[src/rtl/dsd_mem_pkg.sv]
// Shared definitions for the data-cache write buffer: line and address
// widths, default buffer depth and the controller state encoding.
package dsd_mem_pkg;

  localparam int LINE_W     = 128;
  localparam int LADDR_W    = 28;
  localparam int WBUF_DEPTH = 4;

  typedef enum logic [1:0] {
    IDLE  = 2'd0,
    DRAIN = 2'd1,
    READ  = 2'd2,
    RESP  = 2'd3
  } wbuf_state_e;

endpackage

[src/rtl/wbuf_fifo.sv]
// Write-buffer storage: a circular queue of line entries with valid bits,
// head/tail pointers, an occupancy count and a fully parallel
// line-address comparator. The matching entry's data is exported only
// when read forwarding is built in (macro DCACHE_WBUF_FORWARD_EN).
module wbuf_fifo
  import dsd_mem_pkg::*;
#(
  parameter int DEPTH = WBUF_DEPTH,
  localparam int PTR_W = $clog2(DEPTH),
  localparam int CNT_W = PTR_W + 1
)(
  input  logic               clk,
  input  logic               rst,
  input  logic               push,
  input  logic               update,
  input  logic               pop,
  input  logic [LADDR_W-1:0] wr_addr,
  input  logic [LINE_W-1:0]  wr_data,
  input  logic [PTR_W-1:0]   update_idx,
  input  logic [LADDR_W-1:0] lookup_addr,
  output logic               hit,
  output logic [PTR_W-1:0]   hit_idx,
`ifdef DCACHE_WBUF_FORWARD_EN
  output logic [LINE_W-1:0]  hit_data,
`endif
  output logic [LADDR_W-1:0] head_addr,
  output logic [LINE_W-1:0]  head_data,
  output logic [CNT_W-1:0]   count,
  output logic               full
);

  localparam logic [PTR_W-1:0] PTR_ONE = PTR_W'(1);
  localparam logic [CNT_W-1:0] CNT_ONE = CNT_W'(1);

  logic [LADDR_W-1:0] addr_r [DEPTH];
  logic [LINE_W-1:0]  data_r [DEPTH];
  logic [DEPTH-1:0]   valid_r;
  logic [PTR_W-1:0]   head_r;
  logic [PTR_W-1:0]   tail_r;
  logic [CNT_W-1:0]   count_r;
  logic [DEPTH-1:0]   hit_vec_s;
  logic [PTR_W-1:0]   hit_idx_s;

  // Entry storage, valid bits, wrapping pointers and occupancy count
  always_ff @(posedge clk or posedge rst) begin
    if (rst) begin
      for (int i = 0; i < DEPTH; i++) begin
        addr_r[i] <= '0;
        data_r[i] <= '0;
      end
      valid_r <= '0;
      head_r  <= '0;
      tail_r  <= '0;
      count_r <= '0;
    end else begin
      if (push) begin
        addr_r[tail_r]  <= wr_addr;
        data_r[tail_r]  <= wr_data;
        valid_r[tail_r] <= 1'b1;
        tail_r          <= tail_r + PTR_ONE;
      end
      if (update) begin
        data_r[update_idx] <= wr_data;
      end
      if (pop) begin
        valid_r[head_r] <= 1'b0;
        head_r          <= head_r + PTR_ONE;
      end
      case ({push, pop})
        2'b10:   count_r <= count_r + CNT_ONE;
        2'b01:   count_r <= count_r - CNT_ONE;
        default: count_r <= count_r;
      endcase
    end
  end

  // Compare the lookup line address against every valid entry
  always_comb begin
    hit_vec_s = '0;
    for (int i = 0; i < DEPTH; i++) begin
      hit_vec_s[i] = valid_r[i] && (addr_r[i] == lookup_addr);
    end
  end

  // Encode the matching slot; coalescing guarantees at most one match
  always_comb begin
    hit_idx_s = '0;
    for (int i = 0; i < DEPTH; i++) begin
      hit_idx_s = hit_idx_s | (hit_vec_s[i] ? PTR_W'(i) : PTR_W'(0));
    end
  end

  assign hit       = |hit_vec_s;
  assign hit_idx   = hit_idx_s;
`ifdef DCACHE_WBUF_FORWARD_EN
  assign hit_data  = data_r[hit_idx_s];
`endif
  assign head_addr = addr_r[head_r];
  assign head_data = data_r[head_r];
  assign count     = count_r;
  assign full      = (count_r == CNT_W'(DEPTH));

endmodule

[src/rtl/dcache_write_buffer.sv]
// Data-cache write buffer: absorbs line writes from the cache, coalesces
// writes to the same line, drains them to slow memory in FIFO order when
// the cache is quiet, and lets line reads bypass buffered writes.
// Macro DCACHE_WBUF_FORWARD_EN: serve reads that hit a buffered line
// straight from the buffer; otherwise drain until the line is no longer
// buffered and read it from memory.
module dcache_write_buffer
  import dsd_mem_pkg::*;
#(
  parameter int DEPTH = WBUF_DEPTH
)(
  input  logic                     clk,
  input  logic                     proc_reset,
  input  logic                     c_read,
  input  logic                     c_write,
  input  logic [LADDR_W-1:0]       c_addr,
  input  logic [LINE_W-1:0]        c_wdata,
  output logic [LINE_W-1:0]        c_rdata,
  output logic                     c_ready,
  output logic                     m_read,
  output logic                     m_write,
  output logic [LADDR_W-1:0]       m_addr,
  output logic [LINE_W-1:0]        m_wdata,
  input  logic [LINE_W-1:0]        m_rdata,
  input  logic                     m_ready,
  output logic [$clog2(DEPTH):0]   wbuf_count
);

  localparam int PTR_W = $clog2(DEPTH);
  localparam int CNT_W = PTR_W + 1;

  wbuf_state_e        state_r, state_s;
  logic               c_ready_r, c_ready_s;
  logic [LINE_W-1:0]  c_rdata_r, c_rdata_s;
  logic               m_read_r, m_read_s;
  logic               m_write_r, m_write_s;
  logic [LADDR_W-1:0] m_addr_r, m_addr_s;
  logic [LINE_W-1:0]  m_wdata_r, m_wdata_s;
  logic               push_s, update_s, pop_s;
  logic               hit_s, full_s;
  logic [PTR_W-1:0]   hit_idx_s;
  logic [LADDR_W-1:0] head_addr_s;
  logic [LINE_W-1:0]  head_data_s;
  logic [CNT_W-1:0]   count_s;
`ifdef DCACHE_WBUF_FORWARD_EN
  logic [LINE_W-1:0]  hit_data_s;
`endif

  wbuf_fifo #(.DEPTH(DEPTH)) u_fifo (
    .clk         (clk),
    .rst         (proc_reset),
    .push        (push_s),
    .update      (update_s),
    .pop         (pop_s),
    .wr_addr     (c_addr),
    .wr_data     (c_wdata),
    .update_idx  (hit_idx_s),
    .lookup_addr (c_addr),
    .hit         (hit_s),
    .hit_idx     (hit_idx_s),
`ifdef DCACHE_WBUF_FORWARD_EN
    .hit_data    (hit_data_s),
`endif
    .head_addr   (head_addr_s),
    .head_data   (head_data_s),
    .count       (count_s),
    .full        (full_s)
  );

  // Next-state and next-output logic; requests are arbitrated only in IDLE
  always_comb begin
    state_s   = state_r;
    c_ready_s = 1'b0;
    c_rdata_s = c_rdata_r;
    m_read_s  = 1'b0;
    m_write_s = 1'b0;
    m_addr_s  = m_addr_r;
    m_wdata_s = m_wdata_r;
    push_s    = 1'b0;
    update_s  = 1'b0;
    pop_s     = 1'b0;
    case (state_r)
      IDLE: begin
        if (c_read) begin
          if (hit_s) begin
`ifdef DCACHE_WBUF_FORWARD_EN
            c_rdata_s = hit_data_s;
            c_ready_s = 1'b1;
            state_s   = RESP;
`else
            m_write_s = 1'b1;
            m_addr_s  = head_addr_s;
            m_wdata_s = head_data_s;
            state_s   = DRAIN;
`endif
          end else begin
            m_read_s = 1'b1;
            m_addr_s = c_addr;
            state_s  = READ;
          end
        end else if (c_write) begin
          if (hit_s) begin
            update_s  = 1'b1;
            c_ready_s = 1'b1;
            state_s   = RESP;
          end else if (!full_s) begin
            push_s    = 1'b1;
            c_ready_s = 1'b1;
            state_s   = RESP;
          end else begin
            m_write_s = 1'b1;
            m_addr_s  = head_addr_s;
            m_wdata_s = head_data_s;
            state_s   = DRAIN;
          end
        end else if (count_s != '0) begin
          m_write_s = 1'b1;
          m_addr_s  = head_addr_s;
          m_wdata_s = head_data_s;
          state_s   = DRAIN;
        end else begin
          state_s = IDLE;
        end
      end
      DRAIN: begin
        if (m_ready) begin
          pop_s   = 1'b1;
          state_s = IDLE;
        end else begin
          m_write_s = 1'b1;
        end
      end
      READ: begin
        if (m_ready) begin
          c_rdata_s = m_rdata;
          c_ready_s = 1'b1;
          state_s   = RESP;
        end else begin
          m_read_s = 1'b1;
        end
      end
      RESP: begin
        state_s = IDLE;
      end
      default: begin
        state_s = IDLE;
      end
    endcase
  end

  // State register and registered cache/memory-side outputs
  always_ff @(posedge clk or posedge proc_reset) begin
    if (proc_reset) begin
      state_r   <= IDLE;
      c_ready_r <= 1'b0;
      c_rdata_r <= '0;
      m_read_r  <= 1'b0;
      m_write_r <= 1'b0;
      m_addr_r  <= '0;
      m_wdata_r <= '0;
    end else begin
      state_r   <= state_s;
      c_ready_r <= c_ready_s;
      c_rdata_r <= c_rdata_s;
      m_read_r  <= m_read_s;
      m_write_r <= m_write_s;
      m_addr_r  <= m_addr_s;
      m_wdata_r <= m_wdata_s;
    end
  end

  assign c_ready    = c_ready_r;
  assign c_rdata    = c_rdata_r;
  assign m_read     = m_read_r;
  assign m_write    = m_write_r;
  assign m_addr     = m_addr_r;
  assign m_wdata    = m_wdata_r;
  assign wbuf_count = count_s;

endmodule

[config.mk]
export PLATFORM = sky130hd
export DESIGN_NAME = dcache_write_buffer
export DESIGN_NICKNAME = d
export VERILOG_FILES = /design/src/rtl/dsd_mem_pkg.sv /design/src/rtl/wbuf_fifo.sv /design/src/rtl/dcache_write_buffer.sv
export SDC_FILE = /design/constraint.sdc
export NUM_CORES = 2
export LEC_CHECK = 0
export CORE_MARGIN = 1.5
export CORE_UTILIZATION = 50
export DETAILED_ROUTE_END_ITERATION = 6
export PLACE_DENSITY = 0.77
export SYNTH_ARGS = -nofsm -noshare
export SYNTH_HDL_FRONTEND = slang
export SYNTH_SLANG_ARGS = --single-unit
[constraint.sdc]
create_clock -name clk -period 32.2 [get_ports clk]
set_input_delay 6.44 -clock clk [delete_from_list [all_inputs] [get_ports clk]]
set_output_delay 6.44 -clock clk [all_outputs]
set_load 0.01 [all_outputs]
## After elaboration in Yosys (flattened, before gate mapping)

Index checks and enable logic that the tools add are counted.

- Add/sub/neg operators: 4
- $lt $le $gt $ge: 9
- Eq/ne operators: 15
- Muxes and demuxes: 73
- Bitwise gates (word level): 8
- Reductions and logical operators: 17

Operator list:

| operator | count |
|---|---|
| $mux 128 | 10 |
| $bwmux 512 | 2 |
| $mux 512 | 2 |
| $demux 128 s2 | 2 |
| $bmux 128 s2 | 1 |
| $mux 28 | 9 |
| $bwmux 112 | 1 |
| $eq 28x28->1 | 4 |
| $bmux 28 s2 | 1 |
| $demux 28 s2 | 1 |
| $mux 1 | 26 |
| $mux 2 | 9 |
| $ge 3x3->1 const B | 3 |
| $not 2->3 | 3 |
| $logic_and 1x1->1 | 8 |
| $mux 4 | 2 |
| $pmux 2 s4 | 1 |
| $eq 2x2->1 const B | 3 |
| $lt 2x3->1 const B | 2 |
| $lt 3x1->1 const B | 2 |
| $pmux 1 s2 | 3 |
| $pmux 3 s2 | 1 |
| $reduce_bool 3->1 | 2 |
| $reduce_and 5->1 | 1 |
| other kinds (20) | 27 |

- Register bits after elaboration: 924
- Input port bits: 289
- Output and inout bits: 290
- Word-level logic and storage cells: 145

## Longest topological paths before layout

- Depth after elaboration: 12
- Depth in mapped cells: 15
- Gate-level depth less buffers: 13

## Modules after synthesis

A second synthesis with hierarchy kept.

- Cells, all modules: 2,436
- Area, all modules: 41,147.0 um2

Modules (own cells, without submodules):

| module | instances | cells each | area an instance (um2) | seq. area each (um2) |
|---|---|---|---|---|
| wbuf_fifo | 1 | 1,737 | 30,017.5 | 15,890.2 |
| dcache_write_buffer | 1 | 699 | 11,129.4 | 7,231.9 |

## Least setup slack after synthesis

OpenSTA, ideal clock, no wires.

- Path kind: in2reg
- From: input c_addr[19]
- To: register u_fifo.count_r[2] (netlist: u_fifo.count[2])
- Library setup time: 0.079 ns
- Data arrival time: 9.272 ns
- Required time: 32.121 ns
- Slack: 22.849 ns
- Stages: 15
- Buffers on the path: 2
- Cells stage by stage: buf_2 xnor2_2 nand2_1 or4b_1 or4_1 and4_1 buf_6 and2_1 inv_1 ha_1 inv_1 fa_1 xor2_1 nor2_1 xor2_1

- Cells in the longest elaborated chain, start to end: 9
- Elaborated cells between the ends (all ways): 17
- Those cells by class: 6 x eq/ne; 5 x mux; 6 x reduce/logical

RTL lines:

| element | RTL line | source |
|---|---|---|
| from (decl) | dcache_write_buffer.sv:16 | `input logic [LADDR_W-1:0] c_addr,` |
| $eq 28x28->1 | wbuf_fifo.sv:81 | `hit_vec_s[i] = valid_r[i] && (addr_r[i] == lookup_addr);` |
| $logic_and 1x1->1 | wbuf_fifo.sv:81 |  |
| $reduce_or 4->1 (*) | wbuf_fifo.sv:93 | `assign hit = \|hit_vec_s;` |
| $mux 1 (*) | dcache_write_buffer.sv:102 | `if (hit_s) begin` |
| $mux 1 (*) | dcache_write_buffer.sv:101 | `end else if (c_write) begin` |
| $mux 1 (*) | dcache_write_buffer.sv:84 | `if (c_read) begin` |
| $mux 1 (*) | dcache_write_buffer.sv:82 | `case (state_r)` |
| $eq 2x1->1 or $eq 2x2->1 (tied branches) | wbuf_fifo.sv:69 | `case ({push, pop})` |
| $pmux 3 s2 or $reduce_bool 2->1 (tied branches) | n/a |  |
| to (signal assigned) | wbuf_fifo.sv:70 | `2'b10: count_r <= count_r + CNT_ONE;` |
| to (signal assigned) | wbuf_fifo.sv:71 | `2'b01: count_r <= count_r - CNT_ONE;` |
| to (signal assigned) | wbuf_fifo.sv:72 | `default: count_r <= count_r;` |
| to (decl) | wbuf_fifo.sv:40 | `logic [CNT_W-1:0] count_r;` |

Mark *: on every way between the ends. The rest lies on a longest branch, timed or not.
A chain may end at the register's enable or synchronous reset.

## Final worst setup path

- From: input c_addr[4]
- To: register m_wdata_r[89] (netlist: m_wdata[89])

- Cells in the longest elaborated chain, start to end: 5
- Elaborated cells between the ends (all ways): 12
- Those cells by class: 6 x eq/ne; 6 x reduce/logical

RTL lines:

| element | RTL line | source |
|---|---|---|
| $eq 28x28->1 | wbuf_fifo.sv:81 |  |
| $logic_and 1x1->1 | wbuf_fifo.sv:81 |  |
| $reduce_or 4->1 (*) | wbuf_fifo.sv:93 |  |
| $ne 3x3->1 (no source line) or $ne 2x1->1 (tied branches) | n/a |  |
| $reduce_and 5->1 (no source line) (*) | n/a |  |
| to (signal assigned) | dcache_write_buffer.sv:168 | `m_wdata_r <= m_wdata_s;` |
| to (decl) | dcache_write_buffer.sv:38 | `logic [LINE_W-1:0] m_wdata_r, m_wdata_s;` |

Marks and branches as above.

==> flow_summary_export.csv <==
group,metric,value,unit
synthesis,syn_avg_cell_area,16.2,um2
synthesis,yosys.cell_types.count,45,
sta,period_share,34.4,%
placement,portBuffers,578,
layout,layout_common_cells,"dfrtp_1, mux2_2, clkdlybuf4s50_1, mux4_2, mux2_1",
worst_setup_path,arrival,11.60,ns
sta,tns,0,ns
clocking,cts_root_buffer,"clkbuf_16",
global_routing,grt.busiest_layer,"met2",
routing,detail_route.wl_per_cell,24.4,um
synthesis,yosysTopAreaCell,"dfrtp_1",
synthesis,ys_top_cells_by_area,"dfrtp_1, mux2_2, mux4_2",
floorplanning,num_rows,103,
run,maxCapViolCount,0,
power_and_ir_drop,pwr_density_cell,100,nW/um2
global_routing,grt_overflow,0,
worst_setup_path,cp-startpoint,"c_addr[4]",
min_path,min_from,"m_wdata[17]$_DFFE_PP0P_",
floorplanning,core_area,79300,um2
synthesis,syn_nets,2773,
clocking,clock_latency,0.67,ns
sta,maxSlewViolCount,0,
synthesis,ys_seq_elements,924,
routing,drc,0,
sta,rsz0062_at_grt,"no",
layout,final_cell_count_no_fill,4162,
global_routing,grt_util_met1,30.5,%
worst_setup_path,critPathMaxFanout,59,
routing,drt_iter0_markers,1329,
global_routing,grt_usage,25.1,%
worst_setup_path,cp-end-kind,"register",
floorplanning,die_width,286,um
global_routing,grt_pass1_vias,26569,
sta,fin_skew,0.0362,ns
sta,slew_headroom,20.9,%
sta,period_needed,11.07,ns
synthesis,synth_top_area_share,57.6,%
sta,whs,0.488,ns
placement,dp_cells,3965,
global_routing,grt_use_met2,43.2,%
min_path,whs_path_depth,1,
floorplanning,die_h,286,um
floorplanning,die-area,82100,um2
layout,drive_above_1_share,37.9,%
clocking,cts_tree,"built",
worst_setup_path,start_kind,"input port",
routing,drt_pass1_iterations,5,
placement,dpl.hpwl,67.4,mm
power_and_ir_drop,ir_worst_vdd,0.0725,mV
floorplanning,io_pins,579,
layout,layout_commonest_cell,"dfrtp_1",
routing,postRouteAntennaNets,0,
global_routing,grt_max_degree,182,
clocking,cts-htree-levels,3,
clocking,post-cts-setup-buffers,0,
worst_setup_path,ff2ff_path_depth,10,
floorplanning,initial_core_util,50.7,%
synthesis,syn_inst,2474,
global_routing,antenna_found_initial,19,
sta,setup_viol,0,
synthesis,yosysSeqAreaShare,57.6,%
worst_setup_path,rr_startpoint,"u_fifo.addr_r[74]$_DFFE_PP0P_",
layout,fin_nets,3314,
clocking,cts_buffers,98,
clocking,path_clk_slew,0.06,ns
sta,tightest_slew,1.18,ns
global_routing,grt_pass1_wl,159,mm
worst_setup_path,critPathKind,"in2reg",
placement,place_congestion,0.925,
routing,routed_wl,101,mm
power_and_ir_drop,power_leakage,21.5,nW
clocking,cts_resized,0,
sta,hold_viol_final,0,
sta,max_freq,90.3,MHz
routing,num_vias,23704,
synthesis,syn-cell-area,40200,um2
routing,drt-vias-per-instance,5.70,
clocking,clk_path_buf_depth,3,
layout,syn_to_final_growth,24.7,%
clocking,clock-sinks,924,
clocking,cts_hold_buf,0,
global_routing,met3_usage,5.64,%
layout,fin_util,63.2,%
min_path,hp-class,"reg2reg",
worst_setup_path,required,32.73,ns
synthesis,ys.warnings.count,0,
power_and_ir_drop,total_power,5.03,mW
status,status,"finished clean",
state kept, by name (all words and copies together), names as in the netlist:
register and cells:
u_fifo.valid_r 4, m_write 1, c_rdata 128, u_fifo.head_r 2, m_read 1, u_fifo.data_r 512, c_ready 1, state_r 2
u_fifo.tail_r 2, u_fifo.count 3, m_addr 28, m_wdata 128, u_fifo.addr_r 112
cell families (layout without fill, tap and decap cells):
group / after synthesis / count (layout) / share of synthesized area [%]
xor+xnor: 117 / 117 / 2.59
mux: 1038 / 1038 / 33.5
compound gates: 54 / 54 / 1.19
simple gates: 148 / 148 / 2.27
fa+ha+maj: 10 / 10 / 0.330
flops: 924 / 924 / 57.6
buf+inv: 183 / 805 / 2.57
other cells: 0 / 16 / 0
cells in the mapped netlist (all sizes together):
library cell    n
inv            12
clkbuf         70
nand4          41
nor2           11
fa              1
nand3b         28
or2             5
mux2i           2
nor3            1
and4            2
and2            2
mux2          880
nor2b           2
buf           101
dfrtp         924
a2bb2oi         4
nand4b          2
nand2          15
a221oi          1
o21ai          11
xor2           30
or4             4
o21ba           1
nand3           6
a31oi           1
nor3b           6
a22o            1
mux4          156
xnor2          87
ha              9
nor4           16
nand2b          5
o221a          28
and3            1
or4b            1
o2111ai         1
a21oi           6
stage by stage:
stage                     instance area, um2  worst slack (ns)
after floorplan                        40200             13.04
after global placement                 46600             20.57
after detailed placement               46600             20.47
after CTS                              50000             21.17
after global routing                   50100             20.90
final                                  50100             21.13
layer usage:
layer  vias up  part of all wire [%]
met1     12563                    39
met2       754                    52
li1      10204                     -
met3       175                   6.1
met5         -                 0.049
met4         8                   3.1
area by class of cell:
class / count / area, um2
fillers: 5691 / 29200
flip-flops and latches: 924 / 23100
multi-input cells: 1367 / 16100
repair buffers: 612 / 6050
clock buffers: 143 / 2900
well taps: 1050 / 1310
clock inverters: 38 / 489
inverters: 12 / 48.8
diodes: 16 / 40.0
where the power goes:
group	internal, mW	leakage [nW]	total (mW)	switching (mW)
clock	0.679	1.67	1.16	0.477
sequential	1.71	11.6	2.08	0.366
combinational	1.11	8.23	1.80	0.689
worst paths after layout:
check / endpoint / slack, ns
worst min-delay path: m_wdata[17]$_DFFE_PP0P_ / 0.49
max in group asynchronous: m_wdata[60]$_DFFE_PP0P_ / 22.30
worst max-delay path: m_wdata[89]$_DFFE_PP0P_ / 21.13
worst max register to register: m_wdata[89]$_DFFE_PP0P_ / 27.23
min in group asynchronous: u_fifo.data_r[241]$_DFF_PP0_ / 6.37
worst min register to register: m_wdata[17]$_DFFE_PP0P_ / 0.49
worst max-delay path, cell delays in order:
cell and delay (ns):
clkdlybuf4s50_1 0.70, xnor2_1 0.43, nand4_1 0.18, or4_1 0.43, or4_1 0.45, and4_1 0.48, buf_4 0.37, mux2i_4 0.25
buf_4 0.53, buf_4 0.84, mux2_1 0.39
No activity file was read; power rests on OpenSTA's default activity.
